[config.mk]
export PLATFORM = sky130hd
export DESIGN_NAME = pwm_button_conditioner
export DESIGN_NICKNAME = d
export VERILOG_FILES = /design/src/rtl/pwm_button_conditioner_pkg.sv /design/src/rtl/button_debounce_channel.sv /design/src/rtl/pwm_button_conditioner.sv
export SDC_FILE = /design/constraint.sdc
export NUM_CORES = 1
export LEC_CHECK = 0
export ABC_CLOCK_PERIOD_IN_PS = 2610
export BUFFER_PORTS_ARGS = -buffer_cell sky130_fd_sc_hd__clkbuf_2
export CORE_ASPECT_RATIO = 1.2
export CORE_MARGIN = 5
export CORE_UTILIZATION = 30
export CTS_BUF_LIST = sky130_fd_sc_hd__clkbuf_4
export CTS_CLUSTER_DIAMETER = 30
export DETAILED_ROUTE_END_ITERATION = 7
export GPL_TIMING_DRIVEN = 0
export SLEW_MARGIN = 20
export SYNTH_ARGS = -nofsm -noshare
export SYNTH_HDL_FRONTEND = slang
export SYNTH_HIERARCHICAL = 1
export SYNTH_SLANG_ARGS = --single-unit
[constraint.sdc]
create_clock -name clk -period 2.61 [get_ports clk]
set_input_delay 0.522 -clock clk [delete_from_list [all_inputs] [get_ports clk]]
set_output_delay 0.522 -clock clk [all_outputs]
set_load 0.01 [all_outputs]
[src/rtl/pwm_button_conditioner_pkg.sv]
// Shared types and default timing for the PWM button conditioner.
package pwm_button_conditioner_pkg;

  typedef enum logic [2:0] {
    IDLE,
    PRESS_WAIT,
    HELD,
    REPEAT,
    RELEASE_WAIT
  } btn_state_e;

  localparam int DEF_DEBOUNCE_CYCLES = 1000000;
  localparam int DEF_REPEAT_DELAY    = 25000000;
  localparam int DEF_REPEAT_RATE     = 5000000;
  localparam int DEF_CNT_W           = 28;

endpackage

[src/rtl/button_debounce_channel.sv]
// One button: 2-flop synchroniser, debounce/auto-repeat FSM and registered pulse.
module button_debounce_channel
  import pwm_button_conditioner_pkg::*;
#(
  parameter int DEBOUNCE_CYCLES = DEF_DEBOUNCE_CYCLES,
  parameter bit REPEAT_EN       = 1'b1,
  parameter int REPEAT_DELAY    = DEF_REPEAT_DELAY,
  parameter int REPEAT_RATE     = DEF_REPEAT_RATE,
  parameter int CNT_W           = DEF_CNT_W
) (
  input  logic i_clk,
  input  logic i_rst_n,
  input  logic i_btn,
  output logic o_pulse,
  output logic o_held
);

  localparam logic [CNT_W-1:0] DB_LAST   = CNT_W'(DEBOUNCE_CYCLES - 1);
  localparam logic [CNT_W-1:0] DLY_LAST  = CNT_W'(REPEAT_DELAY - 1);
  localparam logic [CNT_W-1:0] RATE_LAST = CNT_W'(REPEAT_RATE - 1);

  logic [1:0]       r_sync;
  logic             w_s;
  btn_state_e       r_state, w_state_nxt;
  logic [CNT_W-1:0] r_cnt, w_cnt_nxt;
  logic             r_held, w_held_nxt;
  logic             r_pulse, w_pulse_nxt;

  // Saturating increment: a counter parked in HELD with repeat disabled must not wrap.
  function automatic logic [CNT_W-1:0] sat_inc(input logic [CNT_W-1:0] v);
    return (v == {CNT_W{1'b1}}) ? v : v + CNT_W'(1);
  endfunction

  assign w_s = r_sync[1];

  always_ff @(posedge i_clk or negedge i_rst_n) begin
    if (!i_rst_n) begin
      r_sync  <= '0;
      r_state <= IDLE;
      r_cnt   <= '0;
      r_held  <= 1'b0;
      r_pulse <= 1'b0;
    end else begin
      r_sync  <= {r_sync[0], i_btn};
      r_state <= w_state_nxt;
      r_cnt   <= w_cnt_nxt;
      r_held  <= w_held_nxt;
      r_pulse <= w_pulse_nxt;
    end
  end

  always_comb begin
    w_state_nxt = r_state;
    w_cnt_nxt   = sat_inc(r_cnt);
    w_held_nxt  = r_held;
    w_pulse_nxt = 1'b0;
    case (r_state)
      IDLE: begin
        w_cnt_nxt  = '0;
        w_held_nxt = 1'b0;
        if (w_s) w_state_nxt = PRESS_WAIT;
      end
      PRESS_WAIT: begin
        if (!w_s) begin
          w_state_nxt = IDLE;
          w_cnt_nxt   = '0;
        end else if (r_cnt >= DB_LAST) begin
          w_state_nxt = HELD;
          w_cnt_nxt   = '0;
          w_held_nxt  = 1'b1;
          w_pulse_nxt = 1'b1;
        end
      end
      HELD: begin
        w_held_nxt = 1'b1;
        if (!w_s) begin
          w_state_nxt = RELEASE_WAIT;
          w_cnt_nxt   = '0;
        end else if (REPEAT_EN && (r_cnt >= DLY_LAST)) begin
          w_state_nxt = REPEAT;
          w_cnt_nxt   = '0;
          w_pulse_nxt = 1'b1;
        end
      end
      REPEAT: begin
        w_held_nxt = 1'b1;
        if (!w_s) begin
          w_state_nxt = RELEASE_WAIT;
          w_cnt_nxt   = '0;
        end else if (r_cnt >= RATE_LAST) begin
          w_cnt_nxt   = '0;
          w_pulse_nxt = 1'b1;
        end
      end
      RELEASE_WAIT: begin
        // A bounce back high returns to HELD silently; the press was already reported.
        if (w_s) begin
          w_state_nxt = HELD;
          w_cnt_nxt   = '0;
        end else if (r_cnt >= DB_LAST) begin
          w_state_nxt = IDLE;
          w_cnt_nxt   = '0;
          w_held_nxt  = 1'b0;
        end
      end
      default: begin
        w_state_nxt = IDLE;
        w_cnt_nxt   = '0;
        w_held_nxt  = 1'b0;
      end
    endcase
  end

  assign o_pulse = r_pulse;
  assign o_held  = r_held;

endmodule

[src/rtl/pwm_button_conditioner.sv]
// Two debounced button channels feeding mutually exclusive duty inc/dec requests.
module pwm_button_conditioner
  import pwm_button_conditioner_pkg::*;
#(
  parameter int DEBOUNCE_CYCLES = DEF_DEBOUNCE_CYCLES,
  parameter bit REPEAT_EN       = 1'b1,
  parameter int REPEAT_DELAY    = DEF_REPEAT_DELAY,
  parameter int REPEAT_RATE     = DEF_REPEAT_RATE,
  parameter int CNT_W           = DEF_CNT_W
) (
  input  logic clk,
  input  logic rst_n,
  input  logic increase_duty,
  input  logic decrease_duty,
  output logic duty_inc,
  output logic duty_dec,
  output logic inc_held,
  output logic dec_held
);

  logic w_inc_pulse;
  logic w_dec_pulse;

  button_debounce_channel #(
    .DEBOUNCE_CYCLES(DEBOUNCE_CYCLES),
    .REPEAT_EN      (REPEAT_EN),
    .REPEAT_DELAY   (REPEAT_DELAY),
    .REPEAT_RATE    (REPEAT_RATE),
    .CNT_W          (CNT_W)
  ) u_inc (
    .i_clk  (clk),
    .i_rst_n(rst_n),
    .i_btn  (increase_duty),
    .o_pulse(w_inc_pulse),
    .o_held (inc_held)
  );

  button_debounce_channel #(
    .DEBOUNCE_CYCLES(DEBOUNCE_CYCLES),
    .REPEAT_EN      (REPEAT_EN),
    .REPEAT_DELAY   (REPEAT_DELAY),
    .REPEAT_RATE    (REPEAT_RATE),
    .CNT_W          (CNT_W)
  ) u_dec (
    .i_clk  (clk),
    .i_rst_n(rst_n),
    .i_btn  (decrease_duty),
    .o_pulse(w_dec_pulse),
    .o_held (dec_held)
  );

  // Coincident requests cancel each other; neither is replayed later.
  assign duty_inc = w_inc_pulse & ~w_dec_pulse;
  assign duty_dec = w_dec_pulse & ~w_inc_pulse;

endmodule

==> impl_metrics.ini, run 1 <==
[clocking]
cts_sinks = 70
cts_tree = done
clock_tree.buffer_depth = 2
cts-buffers-inserted = 9
cts.htree.levels = 3
clk_pin_slew_worst_paths_ps = 130
clk_latency_ps = 430
cts_root_buffer = clkbuf_4
cts_resized = 0
postCtsHoldBufs = 1
cts_setup_buffers = 0

[sta]
finalSetupViolCount = 0
max_freq_ghz = 0.405
fin_crit_sh_pct = 94.6
fin_worst_skew_ps = 13.7
fin_crit_ps = 2470
hold_viol = 0
slew_headroom_pct = 58.9
tns_ps = 0
drv_slew = 0
rsz0062_at_grt = no
worstMarginPinSlew_ps = 611

[power_and_ir_drop]
power.internal_w = 0.00159
combPwrFrac_pct = 8.2
switching_share_pct = 26.4
p_switching_w = 0.000572
seqPwrFrac_pct = 53.4
pwr-share-clk_pct = 38.4
p_total_w = 0.00217
peakVddDrop_v = 0.000503
powerDensity_nw_per_um2 = 474
leakagePower_nw = 1.78

[placed_design]
gp_congestion = 0.863
port_buffers = 7
post-place-cells = 613
hpwl_um = 6270

[yosys]
ys_seq_area_share_pct = 42.8
synthArstFlopShare_pct = 100
synth_top_area_cell = dfrtp_1
ys.warnings.count = 6
syn_avg_cell_area_sq_um = 9.46
yosysUniqueCellTypes = 70
synth_area_sq_um = 4100
synth_enable_flop_cells = 0
ys_ff_latch = 70
synthTopCellsByArea = dfrtp_1, nor2_1, xor2_1
synthDominantCellAreaShare_pct = 42.8
syn_inst = 433
synth_flop_cell = dfrtp_1

[global_route]
grt_max_degree = 49
gr-usage-all-layers_pct = 11.3
grt_pass1_vias = 3052
grt_overflow = 0
antenna_found_initial = 0
grt_pass1_wl_um = 14600

[routing]
finalWirelength_um = 8800
drt_iter0_markers = 142
drc_errors = 0
first_pass_iters = 4
ant_nets = 0
viasPerCell = 5.17
wire_per_inst_um = 14.0
vias = 3257

[setup_path]
critical_path_buf_inv_count = 2
cpMaxStageDelayCell = a221oi_4
path_cells = buf_2, or3_4, nor4b_2, o2111a_1, o32ai_2, a221oi_4, buf_6, nor2_1
r2r_cells = 8
crit_family = compound AO/OA/AOI/OAI gates
slowest_delay_ps = 520
critPathCaptureType = flip-flop
crit_path_max_fanout = 10
r2r_slack_ps = 140
cp.depth = 8
cp.arrival_ps = 2800
crit_type = reg2reg
critPathLaunchType = flip-flop
crit_required_ps = 2940
r2r-start = u_inc/r_cnt[20]
r2r-end = u_inc/r_cnt[5]

[floorplanning]
initial_core_util_pct = 30.8
ioPinCount = 8
die_h_um = 138
core_area_sq_um = 13300
num_rows = 46
die_area_sq_um = 16100
die_x_um = 117

[worst_hold_path]
hold_start = increase_duty
hold_end = u_inc/r_sync[0]
hold_class = in2reg
hold-path-cell-count = 1

[final_layout]
area_growth_pct = 11.5
finalNetCount = 463
finalNonFillerCells = 630
fillers = 1322
seq_area_sq_um = 1750
post_route_cells_drive_above_1_share_pct = 15.6
multi_input_area_sq_um = 2180
diodes = 0
post-route-util_pct = 34.3

[flow_run]
max_cap_viol_count = 0

[status]
outcome = finished, final reports clean
logic make-up (layout without fill, tap and decap cells):
family,Yosys count,count (layout),synth area share [%]
buf+inv,25,50,4.28
flops,70,70,42.8
simple gates,230,230,32.1
mux,1,1,0.244
other cells,2,6,0.183
fa+ha+maj,2,2,0.611
xor+xnor,37,37,7.91
compound gates,66,66,11.9
worst max-delay path by stage:
stage | end | slack, ps | from
after floorplan | u_inc/r_cnt[14] | 440 | u_inc/r_cnt[16]
after global placement | u_inc/r_cnt[11] | 130 | u_inc/r_cnt[20]
after detailed placement | u_inc/r_cnt[11] | 140 | u_inc/r_cnt[20]
after CTS | u_inc/r_cnt[5] | 110 | u_inc/r_cnt[20]
after global routing | u_inc/r_cnt[5] | 30 | u_inc/r_cnt[20]
final | u_inc/r_cnt[5] | 140 | u_inc/r_cnt[20]
cells in the final DEF, fill, tap and decap left out, types with 8 or more instances in the layout:
cell type / count
dfrtp_1: 70
nor2_1: 65
nand2_1: 31
nand3_1: 24
xor2_1: 22
a21oi_1: 20
nor3_1: 16
nand4_1: 16
xnor2_1: 15
clkbuf_4: 11
o21ai_0: 10
and3_1: 10
nor4_1: 8
cell usage after synthesis (4+ instances only):
master / number
nand3_1: 24
nor2_2: 4
inv_1: 7
a31oi_1: 5
nor2_1: 65
and4_1: 7
nor4_1: 8
buf_6: 6
dfrtp_1: 70
nor3_1: 16
xor2_1: 22
nand2_1: 31
nor3b_1: 6
and3_1: 10
or3_1: 4
o211ai_1: 4
buf_2: 4
and2_1: 4
o21ai_0: 10
a21oi_1: 20
nand4_1: 16
xnor2_1: 15
layer usage:
metal / track usage, % / routed length (um)
met3: 3.06 / 295
met1: 13.7 / 3940
met2: 19.7 / 4430
met4: 2.93 / 133
met5: 0 / 0
layout make-up:
type | instances | share of cell area, %
Multi-Input combinational cell | 342 | 47.8
Sequential cell | 70 | 38.4
Tap cell | 168 | 4.60
Buffer | 18 | 3.26
Clock inverter | 7 | 2.27
Timing Repair Buffer | 9 | 1.64
Clock buffer | 9 | 1.48
Inverter | 7 | 0.575
stage by stage:
| stage | setup WS, ps | hold slack, ps | area [sq um] |
|---|---|---|---|
| floorplan | 438 | 226 | 4110 |
| global placement | 128 | 332 | 4360 |
| detailed placement | 145 | 335 | 4390 |
| CTS | 109 | 150 | 4570 |
| global route | 30.4 | 133 | 4570 |
| finish | 140 | 183 | 4570 |
state kept, by name, summed over array words and instances, names as in the netlist:
name and flops:
u_dec/r_cnt 28, u_inc/r_state 3, u_inc/r_cnt 28, u_inc/r_sync 2
u_inc/o_held 1, u_dec/r_sync 2, u_dec/o_pulse 1, u_dec/o_held 1
u_dec/r_state 3, u_inc/o_pulse 1
power by group through the flow:
stage / clock network [W] / registers [W] / logic (W)
final: 0.000832 / 0.00116 / 0.000177
after global routing: 0.000919 / 0.00116 / 0.000200
after CTS: 0.000868 / 0.00116 / 0.000180
after detailed placement: 0 / 0.00118 / 0.000178
after global placement: 0 / 0.00117 / 0.000167
after floorplan: 0 / 0.00117 / 0.000107
worst register-to-register path, delay by kind of cell (launching register included):
| kind | cells | cell delay [ps] |
|---|---|---|
| AO/OA/AOI/OAI | 3 | 910 |
| AND/OR/NAND/NOR | 3 | 700 |
| buffers and inverters | 2 | 390 |
| flip-flops | 1 | 380 |
Power figures use the tool's default switching activity.
==> run 2, diff against run 1 <==
--- a/config.mk
+++ b/config.mk
@@ -7,13 +7,14 @@
 export LEC_CHECK = 0
 export ABC_CLOCK_PERIOD_IN_PS = 2610
 export BUFFER_PORTS_ARGS = -buffer_cell sky130_fd_sc_hd__clkbuf_2
-export CORE_ASPECT_RATIO = 1.2
+export CORE_ASPECT_RATIO = 0.8
 export CORE_MARGIN = 5
 export CORE_UTILIZATION = 30
 export CTS_BUF_LIST = sky130_fd_sc_hd__clkbuf_4
 export CTS_CLUSTER_DIAMETER = 30
 export DETAILED_ROUTE_END_ITERATION = 7
 export GPL_TIMING_DRIVEN = 0
+export REMOVE_ABC_BUFFERS = 1
 export SLEW_MARGIN = 20
 export SYNTH_ARGS = -nofsm -noshare
 export SYNTH_HDL_FRONTEND = slang
==> impl_metrics.ini, run 2 (same netlist as run 1, synthesis figures left out) <==
[setup_path]
crit_type = reg2reg
crit_required_ps = 2940
crit_start = u_inc/r_cnt[11]
r2r-start = u_inc/r_cnt[11]
critPathCaptureType = flip-flop
crit_path_max_fanout = 7
critPathLaunchType = flip-flop
r2r_slack_ps = 70
r2r_cells = 7
r2r-end = u_inc/r_cnt[24]
cp.arrival_ps = 2870

[sta]
whs_ps = 25.9
max_freq_ghz = 0.394
worstMarginPinSlew_ps = 888
slew_headroom_pct = 40.7
worst_slack_ps = 69.3
finalSetupViolCount = 0
hold_viol = 0
fin_crit_ps = 2540
drv_slew = 0
fin_worst_skew_ps = 13.5
tns_ps = 0
fin_crit_sh_pct = 97.3

[global_route]
grt_overflow = 0
antenna_found_initial = 0
grt_pass1_wl_um = 15500
grt_max_degree = 47
gr-usage-all-layers_pct = 11.6
grt_pass1_vias = 3217

[clocking]
clk_pin_slew_worst_paths_ps = 120
clk_latency_ps = 420
cts_tree = done
cts_sinks = 70
cts.htree.levels = 3
cts-buffers-inserted = 9
postCtsHoldBufs = 0
clock_tree.buffer_depth = 2
cts_root_buffer = clkbuf_4

[final_layout]
layout_common_cells = dfrtp_1, nor2_1, nand2_1, nand3_1, xor2_1
post_route_cells_drive_above_1_share_pct = 13.9
post-route-util_pct = 33.1
top_regs = u_dec/r_cnt x28, u_inc/r_cnt x28
final_common_cell = dfrtp_1
finalNetCount = 448
area_growth_pct = 8.83
diodes = 0

[worst_hold_path]
hold_class = in2async

[placed_design]
dp_slack_ps = -230
gp_congestion = 0.853
port_buffers = 7
hpwl_um = 5950

[routing]
drt_iter0_markers = 243
viasPerCell = 5.29
finalWirelength_um = 8990
ant_nets = 0
wire_per_inst_um = 14.3
drc_errors = 0
vias = 3316
first_pass_iters = 4

[floorplanning]
core_area_sq_um = 13500
die_x_um = 141
die_h_um = 115
initial_core_util_pct = 30.4
num_rows = 38
die_area_sq_um = 16100
ioPinCount = 8

[power_and_ir_drop]
peakVddDrop_v = 0.000189
powerDensity_nw_per_um2 = 439
leakagePower_nw = 1.68

[flow_run]
max_cap_viol_count = 0

[status]
outcome = finished, final reports clean
[run 2: per-stage QoR]
step                instance area, sq um  total power [W]  std cells
floorplan                           3960          0.00127        419
global placement                    4220          0.00133        606
detailed placement                  4250          0.00135        607
CTS                                 4400          0.00198        624
global route                        4460          0.00207        627
finish                              4460          0.00196        627
[run 2: cell type report]
type / instances / area (sq um)
timing repair buffer: 11 / 100
tap: 180 / 225
clock inverter: 7 / 50.0
sequential: 70 / 1750
inverter: 7 / 26.3
fill: 1383 / 9000
multi-input combinational: 343 / 2240
clock buffer: 9 / 67.6
[run 2: worst max path at each step]
stage | end | slack [ps]
floorplan | u_inc/r_cnt[10] | 220
global placement | u_inc/r_cnt[4] | -180
detailed placement | u_inc/r_cnt[4] | -230
CTS | u_inc/r_cnt[24] | 30
global route | u_inc/r_cnt[24] | -4
finish | u_inc/r_cnt[24] | 70
[run 2: critical path, cell delays in order, from the launching register on]
cell and delay [ps]:
dfrtp_1 470, or4_1 560, a211oi_2 250, o211ai_2 210
o32ai_4 430, a221oi_4 120, buf_4 210, a211oi_1 200
[run 2: where the power goes]
part | switching [W] | internal (W) | leakage (nW) | total [W]
Clock | 0.000420 | 0.000196 | 0.0583 | 0.000617
Sequential | 0.0000438 | 0.00112 | 0.944 | 0.00116
Combinational | 0.000104 | 0.0000756 | 0.676 | 0.000179
Total | 0.000568 | 0.00139 | 1.68 | 0.00196
[run 2: routing by layer]
layer,up-vias,global-route usage [%],routed length (um)
met5,-,0,0
met4,0,4.20,123
met3,9,2.05,401
met2,89,18.2,4090
met1,1623,16.1,4380
li1,1595,-,-
[run 2: timing repair]
action | in CTS | in global routing
setup endpoints to repair | 25 | 25
pin swaps | 0 | 2
resized for setup | 1 | 4
gates cloned | 1 | 0
setup buffers | 0 | 3
==> run 3, diff against run 2 <==
--- a/config.mk
+++ b/config.mk
@@ -5,7 +5,6 @@
 export SDC_FILE = /design/constraint.sdc
 export NUM_CORES = 1
 export LEC_CHECK = 0
-export ABC_CLOCK_PERIOD_IN_PS = 2610
 export BUFFER_PORTS_ARGS = -buffer_cell sky130_fd_sc_hd__clkbuf_2
 export CORE_ASPECT_RATIO = 0.8
 export CORE_MARGIN = 5
==> constraint.sdc (replaced) <==
create_clock -name clk -period 2.5 [get_ports clk]
set_input_delay 0.5 -clock clk [delete_from_list [all_inputs] [get_ports clk]]
set_output_delay 0.5 -clock clk [all_outputs]
set_load 0.01 [all_outputs]
==> impl_metrics.ini, run 3 (same netlist as run 1, synthesis figures left out) <==
[routing]
finalWirelength_um = 9110
drc_errors = 0
wire_per_inst_um = 14.4
ant_nets = 0
first_pass_iters = 5
drt_iter0_markers = 229
viasPerCell = 5.25
vias = 3330

[power_and_ir_drop]
seqPwrFrac_pct = 59.3
combPwrFrac_pct = 9.2
power.internal_w = 0.00145
switching_share_pct = 29.0
powerDensity_nw_per_um2 = 453
p_switching_w = 0.000594
pwr-share-clk_pct = 31.4
peakVddDrop_v = 0.000197
p_total_w = 0.00205
leakagePower_nw = 1.70

[global_route]
grtUsageMet1_pct = 16.2
grt_overflow = 0
grt_max_degree = 47
grt_pass1_wl_um = 15700
grt_pass1_vias = 3256
top_usage_layer = met2
antenna_found_initial = 0
grt_use_met3_pct = 1.96
grt_use_met2_pct = 18.5
gr-usage-all-layers_pct = 11.7

[floorplanning]
die_h_um = 115
initial_core_util_pct = 30.4
die_x_um = 141
core_area_sq_um = 13500
num_rows = 38
ioPinCount = 8
die_area_sq_um = 16100

[final_layout]
area_growth_pct = 10.2
finalNetCount = 455
top_regs = u_dec/r_cnt x28, u_inc/r_cnt x28
post_route_cells_drive_above_1_share_pct = 16.1
fillers = 1383
seq_area_sq_um = 1760
multi_input_area_sq_um = 2250
fin_area_sq_um = 4510
post-route-util_pct = 33.6
diodes = 0
layout_common_cells = dfrtp_1, nor2_1, nand2_1, nand3_1, xor2_1
final_common_cell = dfrtp_1

[clocking]
clk_pin_slew_worst_paths_ps = 120
clock_tree.buffer_depth = 2
cts_sinks = 70
cts.htree.levels = 3
cts_root_buffer = clkbuf_4
cts_tree = done
cts-buffers-inserted = 9
clk_latency_ps = 420

[sta]
finalSetupViolCount = 0
rsz0062_at_grt = yes
fin_crit_ps = 2460
fin_worst_skew_ps = 13.5
fin_crit_sh_pct = 98.6
slew_headroom_pct = 42.5
tns_ps = 0
hold_viol = 0
drv_slew = 0
worstMarginPinSlew_ps = 860
max_freq_ghz = 0.406
whs_ps = 175

[setup_path]
crit_required_ps = 2830
crit_type = reg2reg
cp.arrival_ps = 2800
critPathLaunchType = flip-flop
critPathCaptureType = flip-flop
crit_path_max_fanout = 8

[flow_run]
max_cap_viol_count = 0

[worst_hold_path]
hold_class = in2reg

[placed_design]
gp_congestion = 0.853
hpwl_um = 5950
port_buffers = 7
post_dp_cell_area_sq_um = 4250

[status]
outcome = finished, final reports clean
## run 3: area by class of cell
cell class,instances,share of cell area (%)
multi-input cells,343,49.8
flip-flops and latches,70,38.9
well taps,180,4.99
repair buffers,18,3.16
clock buffers,9,1.50
clock inverters,7,1.11
inverters,7,0.582
## run 3: final timing paths
kind / startpoint / endpoint / slack [ps] / cells past startpoint
setup / recovery: u_inc/r_cnt[10] / u_inc/r_cnt[24] / 40 / 7
min in group asynchronous: rst_n / u_inc/r_cnt[0] / 540 / 2
hold / removal: decrease_duty / u_dec/r_sync[0] / 180 / 1
setup reg to reg: u_inc/r_cnt[10] / u_inc/r_cnt[24] / 40 / 7
max in group asynchronous: rst_n / u_inc/r_cnt[23] / 1410 / 3
hold reg to reg: u_dec/r_sync[0] / u_dec/r_sync[1] / 370 / 0
## run 3: metrics by stage
| step | setup slack (ps) | std cells |
|---|---|---|
| 3_5_place_dp | -340 | 607 |
| 3_3_place_gp | -293 | 606 |
| 2_1_floorplan | 110 | 419 |
| 5_1_grt | -51.0 | 634 |
| 6_report | 35.6 | 634 |
| 4_1_cts | 22.6 | 630 |
## run 3: per-layer routing
| layer | wire length (um) | part of all wire [%] |
|---|---|---|
| met5 | 0 | 0 |
| met4 | 161 | 1.8 |
| met3 | 395 | 4.3 |
| met2 | 4170 | 46 |
| met1 | 4390 | 48 |
## run 3: critical path, stage by stage, from the launching register on
cell      delay (ps)
dfrtp_2          480
or3_1            430
a2111o_1         430
a41oi_2          260
and4_4           310
a221oi_4          50
buf_4            210
a211oi_1         190
## run 3: power groups by stage
stage	Clock [W]	Sequential [W]	Combinational (W)
2_1_floorplan	0	0.00123	0.000101
4_1_cts	0.000672	0.00121	0.000190
6_report	0.000643	0.00121	0.000189
5_1_grt	0.000729	0.00122	0.000213
3_5_place_dp	0	0.00123	0.000171
3_3_place_gp	0	0.00123	0.000160
## run 3: what timing repair did
item | in CTS | in global routing
endpoints found under the setup margin | 25 | 13
hold endpoints to repair | 4 | 0
pin swaps | 2 | 3
gates resized for setup | 4 | 6
setup buffers | 5 | 4
hold buffers | 1 | 0
gates cloned | 1 | 0
